### config.mk
export PLATFORM = sky130hd
export DESIGN_NAME = switch_allocator_rr
export DESIGN_NICKNAME = d
export VERILOG_FILES = /design/src/rtl/noc_switch_pkg.sv /design/src/rtl/rr_arbiter.sv /design/src/rtl/switch_allocator_rr.sv
export SDC_FILE = /design/constraint.sdc
export NUM_CORES = 1
export LEC_CHECK = 0
export CAP_MARGIN = 10
export CORE_ASPECT_RATIO = 2
export CORE_MARGIN = 3
export CORE_UTILIZATION = 45
export CTS_CLUSTER_DIAMETER = 30
export DETAILED_ROUTE_END_ITERATION = 8
export GPL_ROUTABILITY_DRIVEN = 0
export GPL_TIMING_DRIVEN = 0
export PLACE_DENSITY_LB_ADDON = 0.08
export SYNTH_ARGS = -nofsm -noshare
export SYNTH_HDL_FRONTEND = slang
export SYNTH_SLANG_ARGS = --single-unit
### constraint.sdc
create_clock -name clk -period 8.2 [get_ports clk]
set_input_delay 1.64 -clock clk [delete_from_list [all_inputs] [get_ports clk]]
set_output_delay 1.64 -clock clk [all_outputs]
set_load 0.01 [all_outputs]
### src/rtl/noc_switch_pkg.sv
// noc_switch_pkg: shared state encoding, width helper and router port-count constants
package noc_switch_pkg;

    typedef enum logic [1:0] {
        IDLE = 2'd0,
        REQ  = 2'd1,
        HELD = 2'd2
    } in_state_e;

    localparam int MESH_PORTS  = 5;
    localparam int TORUS_PORTS = 5;
    localparam int CMESH_PORTS = 8;

    function automatic int clog2_min1(input int n);
        return (n < 2) ? 1 : $clog2(n);
    endfunction

endpackage

### src/rtl/rr_arbiter.sv
// rr_arbiter: combinational round-robin arbiter, first requester at or above ptr wins
//   req     : request vector
//   ptr     : index with highest priority this cycle
//   gnt     : one-hot grant
//   gnt_idx : index of the granted requester
//   any_gnt : some requester was granted
module rr_arbiter
    import noc_switch_pkg::*;
#(
    parameter int N = 5,
    parameter int W = clog2_min1(N)
) (
    input  logic [N-1:0] req,
    input  logic [W-1:0] ptr,
    output logic [N-1:0] gnt,
    output logic [W-1:0] gnt_idx,
    output logic         any_gnt
);

    logic [W-1:0] j;

    // Scan offsets from far to near so the nearest requester above ptr overwrites the rest.
    always_comb begin
        j = '0;
        gnt_idx = '0;
        any_gnt = 1'b0;
        for (int k = N - 1; k >= 0; k--) begin
            j = W'((int'(ptr) + k) % N);
            if (req[j]) begin
                gnt_idx = j;
                any_gnt = 1'b1;
            end
        end
    end

    assign gnt = any_gnt ? N'(1) << gnt_idx : '0;

endmodule

### src/rtl/switch_allocator_rr.sv
// switch_allocator_rr: wormhole output-port allocator, round-robin per output, held head-to-tail
//   req_valid/req_dest : head flit request and destination per input
//   tail_release       : tail forwarded, free the held output
//   req_ack / req_err  : one-cycle pulses for reservation / out-of-range destination
//   in_locked          : input holds an output
//   route_sel          : crossbar select per output
//   out_busy           : output reserved
//   grant_cnt          : saturating grant count per output
module switch_allocator_rr
    import noc_switch_pkg::*;
#(
    parameter int INPUTS     = MESH_PORTS,
    parameter int OUTPUTS    = MESH_PORTS,
    parameter int SEL_WIDTH  = clog2_min1(INPUTS),
    parameter int DEST_WIDTH = clog2_min1(OUTPUTS),
    parameter int CNT_WIDTH  = 16
) (
    input  logic                          clk,
    input  logic                          rst,
    input  logic [INPUTS-1:0]             req_valid,
    input  logic [INPUTS*DEST_WIDTH-1:0]  req_dest,
    input  logic [INPUTS-1:0]             tail_release,
    output logic [INPUTS-1:0]             req_ack,
    output logic [INPUTS-1:0]             req_err,
    output logic [INPUTS-1:0]             in_locked,
    output logic [OUTPUTS*SEL_WIDTH-1:0]  route_sel,
    output logic [OUTPUTS-1:0]            out_busy,
    output logic [OUTPUTS*CNT_WIDTH-1:0]  grant_cnt
);

    logic [INPUTS-1:0][DEST_WIDTH-1:0]  dest_in, dest_q;
    in_state_e                          state_q [INPUTS];
    in_state_e                          state_d [INPUTS];
    logic [INPUTS-1:0]                  ack_q, err_q, won, dest_ok;
    logic [OUTPUTS-1:0]                 busy_q, rel_hit, any_gnt;
    logic [OUTPUTS-1:0][INPUTS-1:0]     cand, gnt, held_map;
    logic [OUTPUTS-1:0][SEL_WIDTH-1:0]  sel_q, gnt_idx, ptr_q;
    logic [OUTPUTS-1:0][CNT_WIDTH-1:0]  cnt_q;

    assign dest_in = req_dest;

    always_comb begin
        dest_ok = '0;
        for (int i = 0; i < INPUTS; i++)
            dest_ok[i] = int'(dest_in[i]) < OUTPUTS;
    end

    // A busy output arbitrates nothing, so a release frees it only from the following cycle.
    always_comb begin
        cand = '0;
        held_map = '0;
        rel_hit = '0;
        for (int o = 0; o < OUTPUTS; o++) begin
            for (int i = 0; i < INPUTS; i++) begin
                cand[o][i] = state_q[i] == REQ && int'(dest_q[i]) == o && !busy_q[o];
                held_map[o][i] = state_q[i] == HELD && int'(dest_q[i]) == o;
                rel_hit[o] = rel_hit[o] | (held_map[o][i] & tail_release[i]);
            end
        end
    end

    for (genvar o = 0; o < OUTPUTS; o++) begin : g_arb
        rr_arbiter #(
            .N (INPUTS),
            .W (SEL_WIDTH)
        ) u_arb (
            .req     (cand[o]),
            .ptr     (ptr_q[o]),
            .gnt     (gnt[o]),
            .gnt_idx (gnt_idx[o]),
            .any_gnt (any_gnt[o])
        );
    end

    // Each requesting input targets one output, so at most one arbiter can grant it.
    always_comb begin
        won = '0;
        for (int o = 0; o < OUTPUTS; o++)
            won = won | gnt[o];
    end

    always_comb begin
        for (int i = 0; i < INPUTS; i++) begin
            state_d[i] = state_q[i];
            unique case (state_q[i])
                IDLE:    if (req_valid[i] && dest_ok[i]) state_d[i] = REQ;
                REQ:     if (won[i]) state_d[i] = HELD;
                HELD:    if (tail_release[i]) state_d[i] = IDLE;
                default: state_d[i] = IDLE;
            endcase
        end
    end

    always_comb begin
        for (int i = 0; i < INPUTS; i++)
            in_locked[i] = state_q[i] == HELD;
        req_ack = ack_q;
        req_err = err_q;
        route_sel = sel_q;
        out_busy = busy_q;
        grant_cnt = cnt_q;
    end

    always_ff @(posedge clk) begin
        if (rst) begin
            for (int i = 0; i < INPUTS; i++)
                state_q[i] <= IDLE;
            dest_q <= '0;
            ack_q <= '0;
            err_q <= '0;
            busy_q <= '0;
            sel_q <= '0;
            ptr_q <= '0;
            cnt_q <= '0;
        end else begin
            for (int i = 0; i < INPUTS; i++) begin
                state_q[i] <= state_d[i];
                dest_q[i] <= state_q[i] == IDLE ? dest_in[i] : dest_q[i];
                ack_q[i] <= state_q[i] == REQ && won[i];
                err_q[i] <= state_q[i] == IDLE && req_valid[i] && !dest_ok[i];
            end
            for (int o = 0; o < OUTPUTS; o++) begin
                busy_q[o] <= any_gnt[o] | (busy_q[o] & ~rel_hit[o]);
                sel_q[o] <= any_gnt[o] ? gnt_idx[o] : sel_q[o];
                ptr_q[o] <= !any_gnt[o] ? ptr_q[o] :
                            int'(gnt_idx[o]) == INPUTS - 1 ? '0 : gnt_idx[o] + SEL_WIDTH'(1);
                cnt_q[o] <= any_gnt[o] && !(&cnt_q[o]) ? cnt_q[o] + CNT_WIDTH'(1) : cnt_q[o];
            end
        end
    end

    always_ff @(posedge clk) begin
        if (!rst) begin
            for (int o = 0; o < OUTPUTS; o++) begin
                assert ($countones(held_map[o]) <= 1);
                assert (busy_q[o] == |held_map[o]);
            end
        end
    end

endmodule

==> flow_summary.toml, run 1 <==
[yosys]
synth_nets = 2154
postSynthCellCount = 1993
synth_edf_count = 0
syn_area_mm2 = 0.0150
async_reset_ff_share_pct = 0
synth_flop_cell = "dfxtp_1"
synth_area_leaders = "dfxtp_1, ha_1, nand2_1, nor2_1, xnor2_1"
avgSynthCellArea_um2 = 7.55
synth-seq-area-share_pct = 20.0
synth.most_common_cell = "nand2_1"
ys_types = 104
yosysWarnings = 0
yosys.area.top_type = "dfxtp_1"
synthTopCellsByCount = "nand2_1, nor2_1, dfxtp_1"
ys_seq_elements = 150
synth.top_cell.area_share_pct = 20.0

[clock_network]
cts.sinks = 150
tritoncts = "done"
cts_buffers = 17
postCtsSetupBuffers = 0
ctsHtreeMaxLevel = 4
clkTransAtPathRegs_ps = 70
clkLatencyLatePin_ps = 460
clockBufferDepth = 2
cts_root_buf = "clkbuf_16"

[layout]
final.fill_count = 3281
fin_nets = 2313
design_area_mm2 = 0.0176
multiInputGateArea_mm2 = 0.0112
layout-drive-gt1-share_pct = 6.65
ff_latch_area_mm2 = 0.00300
area_growth_pct = 16.8
diodes = 0

[timing]
finalMaxSlewViolations = 0
finClkSkew_ps = 21.0
setup_viol = 0
hold_ws_ps = 460
hold_violations = 0
fmax_mhz = 131
fin_crit_ps = 7620
rsz0062_at_grt = "false"
worst_pin_slew_ps = 1140
max-slew-margin-rel_pct = 24.1
fin_crit_sh_pct = 93.0
finalSetupTns_ps = 0

[power]
leakage_nw = 6.73
ir_drop_mv = 0.175
p_per_area_mw_per_mm2 = 343

[floorplan]
start_util_pct = 45.7
dieArea_mm2 = 0.0358
row_count = 94
dieHeight_um = 265
die_x_um = 135
io_pins = 142
core_area_mm2 = 0.0329

[grt]
first_global_vias = 15700
grt_max_degree = 18
grt_use_total_pct = 29.1
grt_pass1_wl_um = 82500
grt_overflow = 0
antenna_found_initial = 0

[setup_path]
crit_arrival_ps = 8020
crit_required_ps = 8600
cp-start-kind = "flip-flop"
crit_type = "flip-flop to flip-flop"
worst_setup_path_end_kind = "flip-flop"
worstPathMaxFanout = 10

[worst_hold_path]
hold_path.class = "flip-flop to flip-flop"

[drt]
drt_pre_antenna_iters = 5
drcViolationCount = 0
wl_per_cell_um = 20.6
drtAntennaViolNets = 0
num_vias = 15900
drtIter0Drc = 1080
routed_wl_um = 53400
viasPerCell = 6.11

[run_status]
run_status = "finished, final reports clean"

[run]
maxCapViolCount = 0

[placed_design]
io_buffers = 140
hpwl_um = 42600
place_area_mm2 = 0.0170
==> routing by layer <==
layer	routed length [um]	global-route usage (%)
met1	19100	29.3
met4	3220	16.6
met3	2900	5.15
met2	28200	54.8
met5	0	0
==> kinds of logic (layout without fill, tap and decap cells) <==
| logic type | count (synthesis) | in the layout | share of synthesized area, % |
|---|---|---|---|
| buffers and inverters | 209 | 381 | 5.44 |
| AND/OR/NAND/NOR | 831 | 831 | 29.0 |
| flip-flops | 150 | 150 | 20.0 |
| multiplexers | 74 | 74 | 6.13 |
| XOR/XNOR | 88 | 88 | 5.17 |
| AO/OA/AOI/OAI | 507 | 507 | 23.1 |
| adder cells (fa/ha/maj) | 134 | 134 | 11.2 |
==> cell usage in the layout (no fill, tap or decap), types with 11 or more instances in the layout <==
cell type / Yosys / layout
ha_1: 133 / 133
nor3b_1: 28 / 28
mux2_2: 21 / 21
o22ai_1: 17 / 17
xor2_1: 13 / 13
a21oi_1: 114 / 114
a31o_2: 11 / 11
mux2i_1: 37 / 37
a31oi_1: 22 / 22
o211ai_1: 28 / 28
o21ai_0: 102 / 102
clkdlybuf4s50_1: 0 / 140
and2_1: 29 / 29
clkbuf_16: 0 / 17
a211o_1: 19 / 19
o2111ai_1: 11 / 11
a211oi_1: 32 / 32
or2_2: 16 / 16
a221oi_1: 11 / 11
nand4_1: 16 / 16
buf_2: 15 / 15
and3_1: 39 / 39
or3_1: 21 / 21
nand2b_1: 31 / 31
nor2_1: 189 / 189
nor3_1: 65 / 65
nand2_1: 190 / 190
clkbuf_1: 77 / 76
xnor2_1: 74 / 74
nor2b_1: 41 / 41
nand3_1: 69 / 69
mux4_2: 12 / 12
inv_1: 104 / 104
dfxtp_1: 150 / 150
nor4_1: 28 / 27
==> final timing paths <==
path | start | endpoint | depth (start not counted) | slack [ps]
max | ptr_q[0] | state_q[0][2] | 22 | 580
min | route_sel[4] | route_sel[4] | 2 | 460
max reg2reg | ptr_q[0] | state_q[0][2] | 22 | 580
min reg2reg | route_sel[4] | route_sel[4] | 2 | 460
==> worst max-delay path: stages, from the launching register on <==
cell	delay, ps
dfxtp_1	610
clkbuf_1	440
clkbuf_1	430
clkbuf_2	350
inv_1	160
ha_1	350
clkbuf_1	300
clkbuf_1	450
o211ai_1	260
and2_1	220
ha_1	280
a221oi_1	490
a2111oi_0	140
a211o_1	320
o31a_1	370
a2111oi_0	610
a31oi_1	160
o21ai_0	260
a211oi_1	200
ha_1	240
nor3b_1	150
a2111oi_1	500
a31o_2	250
==> per-stage QoR <==
stage	std cells	utilization (%)	setup WS (ps)	total power, mW
3_3_place_gp	2565	51.6	477	5.09
6_report	2597	53.4	577	6.02
2_1_floorplan	1993	-	2430	3.94
4_1_cts	2597	53.4	485	5.96
3_5_place_dp	2565	51.6	548	5.15
5_1_grt	2597	53.4	50.1	6.46
==> area by class of cell <==
cell class                      instances  share of cell area, %
Multi-Input combinational cell       1634                   63.9
Sequential cell                       150                   17.1
Timing Repair Buffer                  140                   7.97
Tap cell                              432                   3.08
Clock buffer                           17                   2.42
Buffer                                101                   2.36
Inverter                              108                   2.31
Clock inverter                         15                  0.876
==> report_power, final <==
group          internal [mW]  switching (mW)  leakage [nW]
registers              0.847           0.152          1.22
logic                   1.53            2.70          5.23
clock network          0.407           0.388         0.284
total                   2.79            3.23          6.73
==> timing repair <==
| action | in CTS | in global routing |
|---|---|---|
| resized for setup | 0 | 2 |
| hold buffers | 0 | 0 |
| endpoints found under the setup margin | 0 | 6 |
==> sequential cells by signal, summed over array words and instances, names as in the netlist <==
| register | count |
|---|---|
| req_ack | 5 |
| dest_q | 15 |
| req_err | 5 |
| route_sel | 15 |
| out_busy | 5 |
| ptr_q | 15 |
| grant_cnt | 80 |
| state_q | 10 |
Power figures use the tool's default switching activity.
==> run 2: changes to the inputs <==
Clock period 8.2 ns to 9.5 ns, I/O delays scaled along.
==> flow_summary.toml, run 2 (same netlist as run 1, synthesis figures left out) <==
[run_status]
run_status = "finished, final reports clean"

[placed_design]
place_area_mm2 = 0.0170
hpwl_um = 42600
io_buffers = 140
placed_cells = 2565

[grt]
grt_pass1_wl_um = 82500
grt_max_degree = 18
grt_overflow = 0
grt_use_total_pct = 29.1
first_global_vias = 15700
antenna_found_initial = 0

[timing]
worst_pin_slew_ps = 1140
setup_viol = 0
hold_ws_ps = 460
finClkSkew_ps = 20.6
fmax_mhz = 128
finalMaxSlewViolations = 0
rsz0062_at_grt = "false"
finalSetupTns_ps = 0
max-slew-margin-rel_pct = 23.7
fin_crit_sh_pct = 82.5
fin_crit_ps = 7840
hold_violations = 0

[layout]
design_area_mm2 = 0.0176
layout-drive-gt1-share_pct = 6.61
final_cell_mix = "nand2_1, nor2_1, dfxtp_1"
final_common_cell = "nand2_1"
fin_cells = 2597
fin_nets = 2313
area_growth_pct = 16.8
diodes = 0
largest_reg_flops = 80

[floorplan]
row_count = 94
core_area_mm2 = 0.0329
die_x_um = 135
dieArea_mm2 = 0.0358
start_util_pct = 45.7
dieHeight_um = 265
io_pins = 142

[clock_network]
ctsHtreeMaxLevel = 4
ctsHoldBuffers = 0
tritoncts = "done"
post_cts_resized = 0
clkLatencyLatePin_ps = 460
postCtsSetupBuffers = 0
cts.sinks = 150
clkTransAtPathRegs_ps = 70
clockBufferDepth = 2
cts_buffers = 17
cts_root_buf = "clkbuf_16"

[power]
p_sw_share_pct = 53.7
seqPwrFrac_pct = 16.6
internal_power_mw = 2.41
pwr-share-comb_pct = 70.2
finalPower_mw = 5.20
leakage_nw = 6.73
ir_drop_mv = 0.151
clkPwrFrac_pct = 13.2
p_per_area_mw_per_mm2 = 296
switchingPower_mw = 2.79

[setup_path]
crit_type = "flip-flop to flip-flop"
rr_startpoint = "ptr_q[0]"
cp-startpoint = "ptr_q[0]"
cp-start-kind = "flip-flop"
worstPathMaxFanout = 10
crit_required_ps = 9840
crit_arrival_ps = 8180
worst_setup_path_end_kind = "flip-flop"

[drt]
drtAntennaViolNets = 0
routed_wl_um = 53400
drt_pre_antenna_iters = 7
route.met3.wl_um = 2910
drcViolationCount = 0
viasPerCell = 6.10
drtIter0Drc = 1068
dr.max_layer_used = "met4"
wl_met2_um = 28200
met1_length_um = 19100
wl_per_cell_um = 20.6
num_vias = 15900

[worst_hold_path]
hold_path.class = "flip-flop to flip-flop"
hp-start = "route_sel[4]"

[run]
maxCapViolCount = 0
run 2: cell counts in the layout (fill, tap and decap cells not counted):
No cell type changed its count.
run 2: metrics by stage:
step                setup WS (ps)  utilization (%)
CTS                          1790             53.4
global route                 1090             53.4
floorplan                    3730                -
detailed placement           1850             51.6
finish                       1660             53.4
global placement             1780             51.6
run 2: power by group through the flow:
stage               sequential (mW)  combinational (mW)  clock (mW)
global placement              0.870                3.52           0
detailed placement            0.873                3.57           0
finish                        0.862                3.65       0.685
CTS                           0.860                3.59       0.694
global route                  0.873                3.98       0.725
floorplan                     0.844                2.56           0
run 2: worst paths after layout:
path,end,slack (ps),cells after the start
hold reg to reg,route_sel[4],460,2
setup reg to reg,state_q[0][7],1660,24
hold / removal,route_sel[4],460,2
setup / recovery,state_q[0][7],1660,24
run 2: layout make-up:
type                            count  area (um2)
Multi-Input combinational cell   1634       11200
Fill cell                        3281       15400
Sequential cell                   150        3000
Buffer                            101         413
Clock buffer                       17         425
Clock inverter                     15         154
Inverter                          108         405
Tap cell                          432         541
Timing Repair Buffer              140        1400
run 2: per-layer routing:
layer,vias up,GRT usage [%]
li1,7610,-
met1,7499,29.3
met2,563,54.8
met3,180,5.15
met4,0,16.6
met5,-,0
run 2: critical path, stage by stage, from the launching register on:
cell and delay (ps):
dfxtp_1 600, clkbuf_1 440, clkbuf_1 430, clkbuf_1 500
inv_1 240, ha_1 380, clkbuf_1 290, clkbuf_1 450
o211ai_1 260, and2_1 220, ha_1 280, a221oi_1 490
o21ai_0 280, a21oi_1 180, o31a_1 260, a2111oi_0 130
a31oi_1 280, o21ai_0 150, a211oi_1 570, inv_1 140
ha_1 240, ha_1 180, a2bb2oi_1 360, a21oi_1 170
o21a_1 190
